`config.mk`:
```
export PLATFORM = sky130hd
export DESIGN_NAME = clkdiv_delay_ctrl_flat
export DESIGN_NICKNAME = d
export VERILOG_FILES = /design/src/rtl/clkdiv_delay_ctrl_if.sv /design/src/rtl/clkdiv_delay_ctrl.sv /design/src/flat_wrapper.sv
export SDC_FILE = /design/constraint.sdc
export NUM_CORES = 1
export LEC_CHECK = 0
export ABC_AREA = 1
export ABC_CLOCK_PERIOD_IN_PS = 2650
export BUFFER_PORTS_ARGS = -buffer_cell sky130_fd_sc_hd__buf_2
export CAP_MARGIN = 5
export CORE_MARGIN = 5
export CORE_UTILIZATION = 59
export CTS_BUF_LIST = sky130_fd_sc_hd__clkbuf_2 sky130_fd_sc_hd__clkbuf_4 sky130_fd_sc_hd__clkbuf_8
export DETAILED_ROUTE_END_ITERATION = 16
export PLACE_DENSITY = 0.89
export SLEW_MARGIN = 20
export SYNTH_ARGS = -nofsm -noshare
export SYNTH_HDL_FRONTEND = slang
export SYNTH_SLANG_ARGS = --single-unit
```
`constraint.sdc`:
```
create_clock -name clk -period 2.65 [get_ports clk]
set_clock_uncertainty 0.05 [all_clocks]
set_input_delay 0.53 -clock clk [delete_from_list [all_inputs] [get_ports clk]]
set_output_delay 0.53 -clock clk [all_outputs]
set_load 0.02 [all_outputs]
```
`src/rtl/clkdiv_delay_ctrl_if.sv`:
```
// Command handshake bundle between a training sequencer and the clock-divider delay controller.
interface clkdiv_delay_ctrl_if;
  logic       cmd_valid;
  logic       cmd_ready;
  logic [1:0] cmd_op;
  logic [7:0] cmd_cnt;
  logic       busy;
  logic       done;

  modport master (output cmd_valid, cmd_op, cmd_cnt, input cmd_ready, busy, done);
  modport slave  (input cmd_valid, cmd_op, cmd_cnt, output cmd_ready, busy, done);
endinterface

```
`src/rtl/clkdiv_delay_ctrl.sv`:
```
// Sequences load/step/bitslip pulses to a clock-divider delay cell, tracking the tap
// index and a sticky range error, with a fixed settle window after every pulse.
module clkdiv_delay_ctrl #(
  parameter int SETTLE_CYCLES = 4,
  parameter int MAX_TAP       = 255
) (
  input  logic                clk,
  input  logic                resetn,
  clkdiv_delay_ctrl_if.slave  cmd,
  input  logic                delay_line_out_of_range,
  output logic                delay_line_load,
  output logic                delay_line_move,
  output logic                delay_line_dir,
  output logic                bit_slip,
  output logic [7:0]          tap_val,
  output logic                oor_err
);

  typedef enum logic [1:0] {IDLE, PULSE, SETTLE, FINISH} state_t;

  localparam logic [1:0] OP_LOAD = 2'b00;
  localparam logic [1:0] OP_INC  = 2'b01;
  localparam logic [1:0] OP_DEC  = 2'b10;
  localparam logic [1:0] OP_SLIP = 2'b11;

  localparam logic [7:0] MAX_TAP_V = 8'(MAX_TAP);
  localparam logic [3:0] SETTLE_V  = 4'(SETTLE_CYCLES - 1);

  state_t     state_q, state_d;
  logic       armed_q;
  logic [1:0] op_q;
  logic [7:0] steps_q;
  logic [3:0] settle_q;
  logic [7:0] tap_q;
  logic       dir_q;
  logic       oor_q;

  logic accept;
  logic is_step;
  logic at_limit;
  logic fire;
  logic set_oor;

  assign accept   = cmd.cmd_valid && cmd.cmd_ready;
  assign is_step  = (op_q == OP_INC) || (op_q == OP_DEC);
  assign at_limit = ((op_q == OP_INC) && (tap_q == MAX_TAP_V)) ||
                    ((op_q == OP_DEC) && (tap_q == 8'd0));

  always_ff @(posedge clk or negedge resetn) begin
    if (!resetn) begin
      state_q <= IDLE;
      armed_q <= 1'b0;
    end else begin
      state_q <= state_d;
      armed_q <= 1'b1;
    end
  end

  always_comb begin
    state_d = state_q;
    fire    = 1'b0;
    set_oor = 1'b0;
    case (state_q)
      IDLE: begin
        if (accept) state_d = PULSE;
      end
      PULSE: begin
        // Zero-step and already-at-limit commands complete without touching the cell.
        if (is_step && (steps_q == 8'd0)) begin
          state_d = FINISH;
        end else if (is_step && at_limit) begin
          set_oor = 1'b1;
          state_d = FINISH;
        end else begin
          fire    = 1'b1;
          state_d = SETTLE;
        end
      end
      SETTLE: begin
        if (settle_q == 4'd0) begin
          if (delay_line_out_of_range) begin
            set_oor = 1'b1;
            state_d = FINISH;
          end else if (is_step && (steps_q != 8'd0)) begin
            state_d = PULSE;
          end else begin
            state_d = FINISH;
          end
        end
      end
      FINISH:  state_d = IDLE;
      default: state_d = IDLE;
    endcase
  end

  always_ff @(posedge clk or negedge resetn) begin
    if (!resetn) begin
      op_q     <= OP_LOAD;
      steps_q  <= 8'd0;
      settle_q <= 4'd0;
      tap_q    <= 8'd0;
      dir_q    <= 1'b0;
      oor_q    <= 1'b0;
    end else begin
      if (accept) begin
        op_q    <= cmd.cmd_op;
        steps_q <= cmd.cmd_cnt;
        if (cmd.cmd_op == OP_INC) dir_q <= 1'b1;
        if (cmd.cmd_op == OP_DEC) dir_q <= 1'b0;
        if (cmd.cmd_op == OP_LOAD) oor_q <= 1'b0;
      end
      if (fire) begin
        settle_q <= SETTLE_V;
        case (op_q)
          OP_LOAD: tap_q <= 8'd0;
          OP_INC:  tap_q <= tap_q + 8'd1;
          OP_DEC:  tap_q <= tap_q - 8'd1;
          default: tap_q <= tap_q;
        endcase
        if (is_step) steps_q <= steps_q - 8'd1;
      end else if ((state_q == SETTLE) && (settle_q != 4'd0)) begin
        settle_q <= settle_q - 4'd1;
      end
      if (set_oor) oor_q <= 1'b1;
    end
  end

  // Pulses are decoded from state so an asserted reset clears them without waiting for an edge.
  assign cmd.cmd_ready   = armed_q && (state_q == IDLE);
  assign cmd.busy        = (state_q != IDLE);
  assign cmd.done        = (state_q == FINISH);
  assign delay_line_load = fire && (op_q == OP_LOAD);
  assign delay_line_move = fire && is_step;
  assign bit_slip        = fire && (op_q == OP_SLIP);
  assign delay_line_dir  = dir_q;
  assign tap_val         = tap_q;
  assign oor_err         = oor_q;

endmodule

```
`src/flat_wrapper.sv`:
```
// flat-port wrapper written by rule: the top's interface ports become plain ports
module clkdiv_delay_ctrl_flat 
#(
  parameter int SETTLE_CYCLES = 4,
  parameter int MAX_TAP       = 255
)
  (clk, resetn, delay_line_out_of_range, delay_line_load, delay_line_move, delay_line_dir, bit_slip, tap_val, oor_err, cmd_cmd_valid, cmd_cmd_op, cmd_cmd_cnt, cmd_cmd_ready, cmd_busy, cmd_done);
  clkdiv_delay_ctrl_if cmd_i ();
  input  logic clk;
  input  logic resetn;
  input  logic delay_line_out_of_range;
  output logic delay_line_load;
  output logic delay_line_move;
  output logic delay_line_dir;
  output logic bit_slip;
  output logic [7:0] tap_val;
  output logic oor_err;
  input wire logic [$bits(cmd_i.cmd_valid)-1:0] cmd_cmd_valid;
  input wire logic [$bits(cmd_i.cmd_op)-1:0] cmd_cmd_op;
  input wire logic [$bits(cmd_i.cmd_cnt)-1:0] cmd_cmd_cnt;
  output wire logic [$bits(cmd_i.cmd_ready)-1:0] cmd_cmd_ready;
  output wire logic [$bits(cmd_i.busy)-1:0] cmd_busy;
  output wire logic [$bits(cmd_i.done)-1:0] cmd_done;
  assign cmd_i.cmd_valid = cmd_cmd_valid;
  assign cmd_i.cmd_op = cmd_cmd_op;
  assign cmd_i.cmd_cnt = cmd_cmd_cnt;
  assign cmd_cmd_ready = cmd_i.cmd_ready;
  assign cmd_busy = cmd_i.busy;
  assign cmd_done = cmd_i.done;
  clkdiv_delay_ctrl #(.SETTLE_CYCLES(SETTLE_CYCLES), .MAX_TAP(MAX_TAP)) u_core (.clk(clk), .resetn(resetn), .cmd(cmd_i), .delay_line_out_of_range(delay_line_out_of_range), .delay_line_load(delay_line_load), .delay_line_move(delay_line_move), .delay_line_dir(delay_line_dir), .bit_slip(bit_slip), .tap_val(tap_val), .oor_err(oor_err));
endmodule
```
==> impl_results.md <==
* Status: finished, final reports clean
* Dpl cell area at 2230 sq um
* Ports at 30
* Die ar. at approximately 4800 sq um
* First-pass GRT wire length at roughly 7300 microns
* Worst min path class: in2async
* DR iter-0 viols at just over 80
* # fillers at between 200 and 300
* Max Clk Rate at just under 0.4 GHz
* Final #Nets at 346
* Critical path class: reg2out
* Min Hold Slack at 132 ps
* Placed insts at ~350
* Root buf cell: clkbuf_4
* Final Setup Violations at 0
* Final hold violations at 0
* Place WS at between 200 and 300 ps
* Post-synthesis net count at around 310
* Synth Flop Type: dfrtp_1
* GR Overflow Total at 0
* Critical path data required time at ~2100 ps
* Post-route clock period utilization at between 90 and 100%
* Clock Power Share at under 10%
* CTS tree: yes
* Vias in the first global route at around 1600
* Worst setup EP type: output port
* GPL Wtd Cong at around 0.85
* CTS buffer count at 3
* Sw Pwr at roughly 1500 uW
* Vias post-DR at ~1800
* Peak VDD IR at between 0.7 and 0.8 mV
* Count of cell types in the netlist at 31
* Slew HR at ~60%
* Synth top area share at about a third
* ANT nets after route at 0
* Initial Util at between 60% and 70%
* P_leak at 0.00128 uW
* Final max-slew violation count at 0
* Core box area at around 3400 sq um
* Power per Cell Area at around 1200 nW/um^2
* # H-tree levels at 1
* DIE HEIGHT at 69.3 microns
* Most frequent cells in the layout: 90 x nand2_1, 33 x inv_1, 29 x buf_2, 26 x dfrtp_1, 21 x nor2_1
* Final wirelength at 4330 microns
* FF+latch area at about 680 sq um
* Number of vias per cell at ~5.1
* Layout cell share with drive strength beyond 1 at between 10% and 20%
* Switching share of power at 52.3%
* #FFs+latches synth at 27
* First-pass DRT Iterations at 4
* Number of enable flip-flop cells after synthesis at 0
* # rows at 21
* Total power at ~2900 uW
* Internal at roughly 1400 uW
* Critical Path Source Type: flip-flop
* Syn avg cell area at ~7.5 sq um
* Largest net degree at the start of global routing at 28
* Max Cap Viol at 0
* Final std cell area, no fill at ~2300 sq um
* Worst Tran Pin Value at approximately 600 ps
* Leading area contributor after synthesis: dfrtp_1
* Drt wl/cell at about 12 microns
* Period minus WS final at 2550 ps
* Largest cells by area after synthesis: dfrtp_1 33%, nand2_1 16%, ha_1 13%
* Commonest non-fill, non-tap cell in the layout: nand2_1
* Max clock buf depth at 2
* Post-Syn Instances at approximately 280
* DRC errors left at 0
* Post-route setup slack at approximately 98 ps
* Post-Syn Area at ~2100 sq um
* Multi-input logic area at between 1000 and 1500 sq um
* Register area share after synthesis at between 30 and 40%
* FFs w/ async S/R, synth at 100%
* Initial antenna violation count at 0
* Post-DP HPWL at approximately 3300 microns
* Global-route usage over all layers at 18.1%
* CTS Sinks at 27
* Sequential power share at about 28%
* CP Data Arrival Time at around 2000 ps
* Non-filler cells, final at ~360
* Maximum fanout along the worst path at 13
* Worst-Skew Late Latency at about 330 ps
* Ant diodes at 0
* # hold bufs at CTS at 0
* CTS clock-pin slew for the worst setup and hold paths at between 100 and 150 ps
* Port Buf Inserts at 29
* Combinational Power Share at around two thirds
* Synth Warn # at 0
* Synth-to-Final Area Change at 11.7%
* Die X at a little under 70 microns
==> power by group through the flow <==
stage	registers, uW	clock network [uW]	logic, uW
global placement	799	0	1740
finish	803	187	1900
CTS	795	195	1820
detailed placement	801	0	1790
global route	828	214	2130
floorplan	839	0	1400
==> routing by layer <==
layer | track usage [%] | part of all wire (%)
met5 | 0 | 0
met4 | 3.90 | 0.92
met3 | 4.35 | 4.9
met2 | 30.3 | 48
met1 | 23.7 | 47
==> through the flow <==
| step | util, % | TNS (ps) |
|---|---|---|
| 2_1_floorplan | - | 0 |
| 3_3_place_gp | 66.4 | 0 |
| 3_5_place_dp | 66.4 | 0 |
| 4_1_cts | 67.5 | 0 |
| 5_1_grt | 68.8 | -4.88 |
| 6_report | 68.8 | 0 |
==> Yosys cell counts, types with 2 or more instances <==
master and count:
nand2_1 90, inv_1 34, dfrtp_1 27, ha_1 21, nor2_1 21, o21ai_0 17
nand3_1 14, nand4_1 6, xnor2_1 6, o21ai_2 5, xor2_1 5, o21ai_1 4
a21oi_1 3, nand2_2 3, nor2_2 3, buf_2 2, buf_6 2, nor3_1 2
==> cell type report <==
type | count | share of cell area, %
repair buffers | 32 | 7.24
multi-input cells | 211 | 53.9
well taps | 46 | 2.49
flip-flops and latches | 27 | 29.2
inverters | 35 | 5.78
clock buffers | 4 | 1.30
==> what timing repair did <==
item                                    in CTS  in global routing
resized for setup                            2                  5
setup buffers                                0                  2
gates cloned                                 0                  0
pin swaps                                    0                  1
endpoints found under the setup margin       3                  3
==> critical path, stage by stage (launching register included) <==
cell	delay (ps)
dfrtp_1	470
inv_2	100
ha_4	210
nand2_1	90
nor2_1	50
nand2_1	60
nand2_2	60
nand2_2	130
nand2_8	130
nor2_8	170
buf_2	190
==> cell families (layout without fill, tap and decap cells) <==
| family | count (synthesis) | after routing | share of synthesized area, % |
|---|---|---|---|
| XOR/XNOR | 11 | 11 | 4.65 |
| flip-flops | 27 | 27 | 32.6 |
| other | 1 | 1 | 0.181 |
| AO/OA/AOI/OAI | 34 | 34 | 10.1 |
| adder cells (fa/ha/maj) | 22 | 22 | 13.6 |
| buffers and inverters | 40 | 71 | 8.76 |
| AND/OR/NAND/NOR | 143 | 143 | 30.0 |
==> registers in the layout, indices dropped and copies added (netlist names) <==
| name | flops |
|---|---|
| u_core.settle_q | 4 |
| u_core.armed_q | 1 |
| u_core.state_q | 2 |
| u_core.oor_err | 1 |
| u_core.op_q | 2 |
| u_core.steps_q | 8 |
| u_core.tap_val | 8 |
| u_core.delay_line_dir | 1 |
==> final timing paths <==
kind | startpoint | to | slack [ps] | depth (start not counted)
min reg2reg | u_core.oor_err | u_core.oor_err | 450 | 2
max reg2reg | u_core.state_q[1] | u_core.state_q[1] | 610 | 11
min in group clk | cmd_cmd_op[1] | u_core.op_q[1] | 440 | 3
max | u_core.op_q[0] | delay_line_move | 100 | 10
max in group asynchronous | resetn | u_core.op_q[1] | 1970 | 1
min | resetn | u_core.tap_val[6] | 130 | 1
Note: power is estimated with default switching activity, not from simulation.
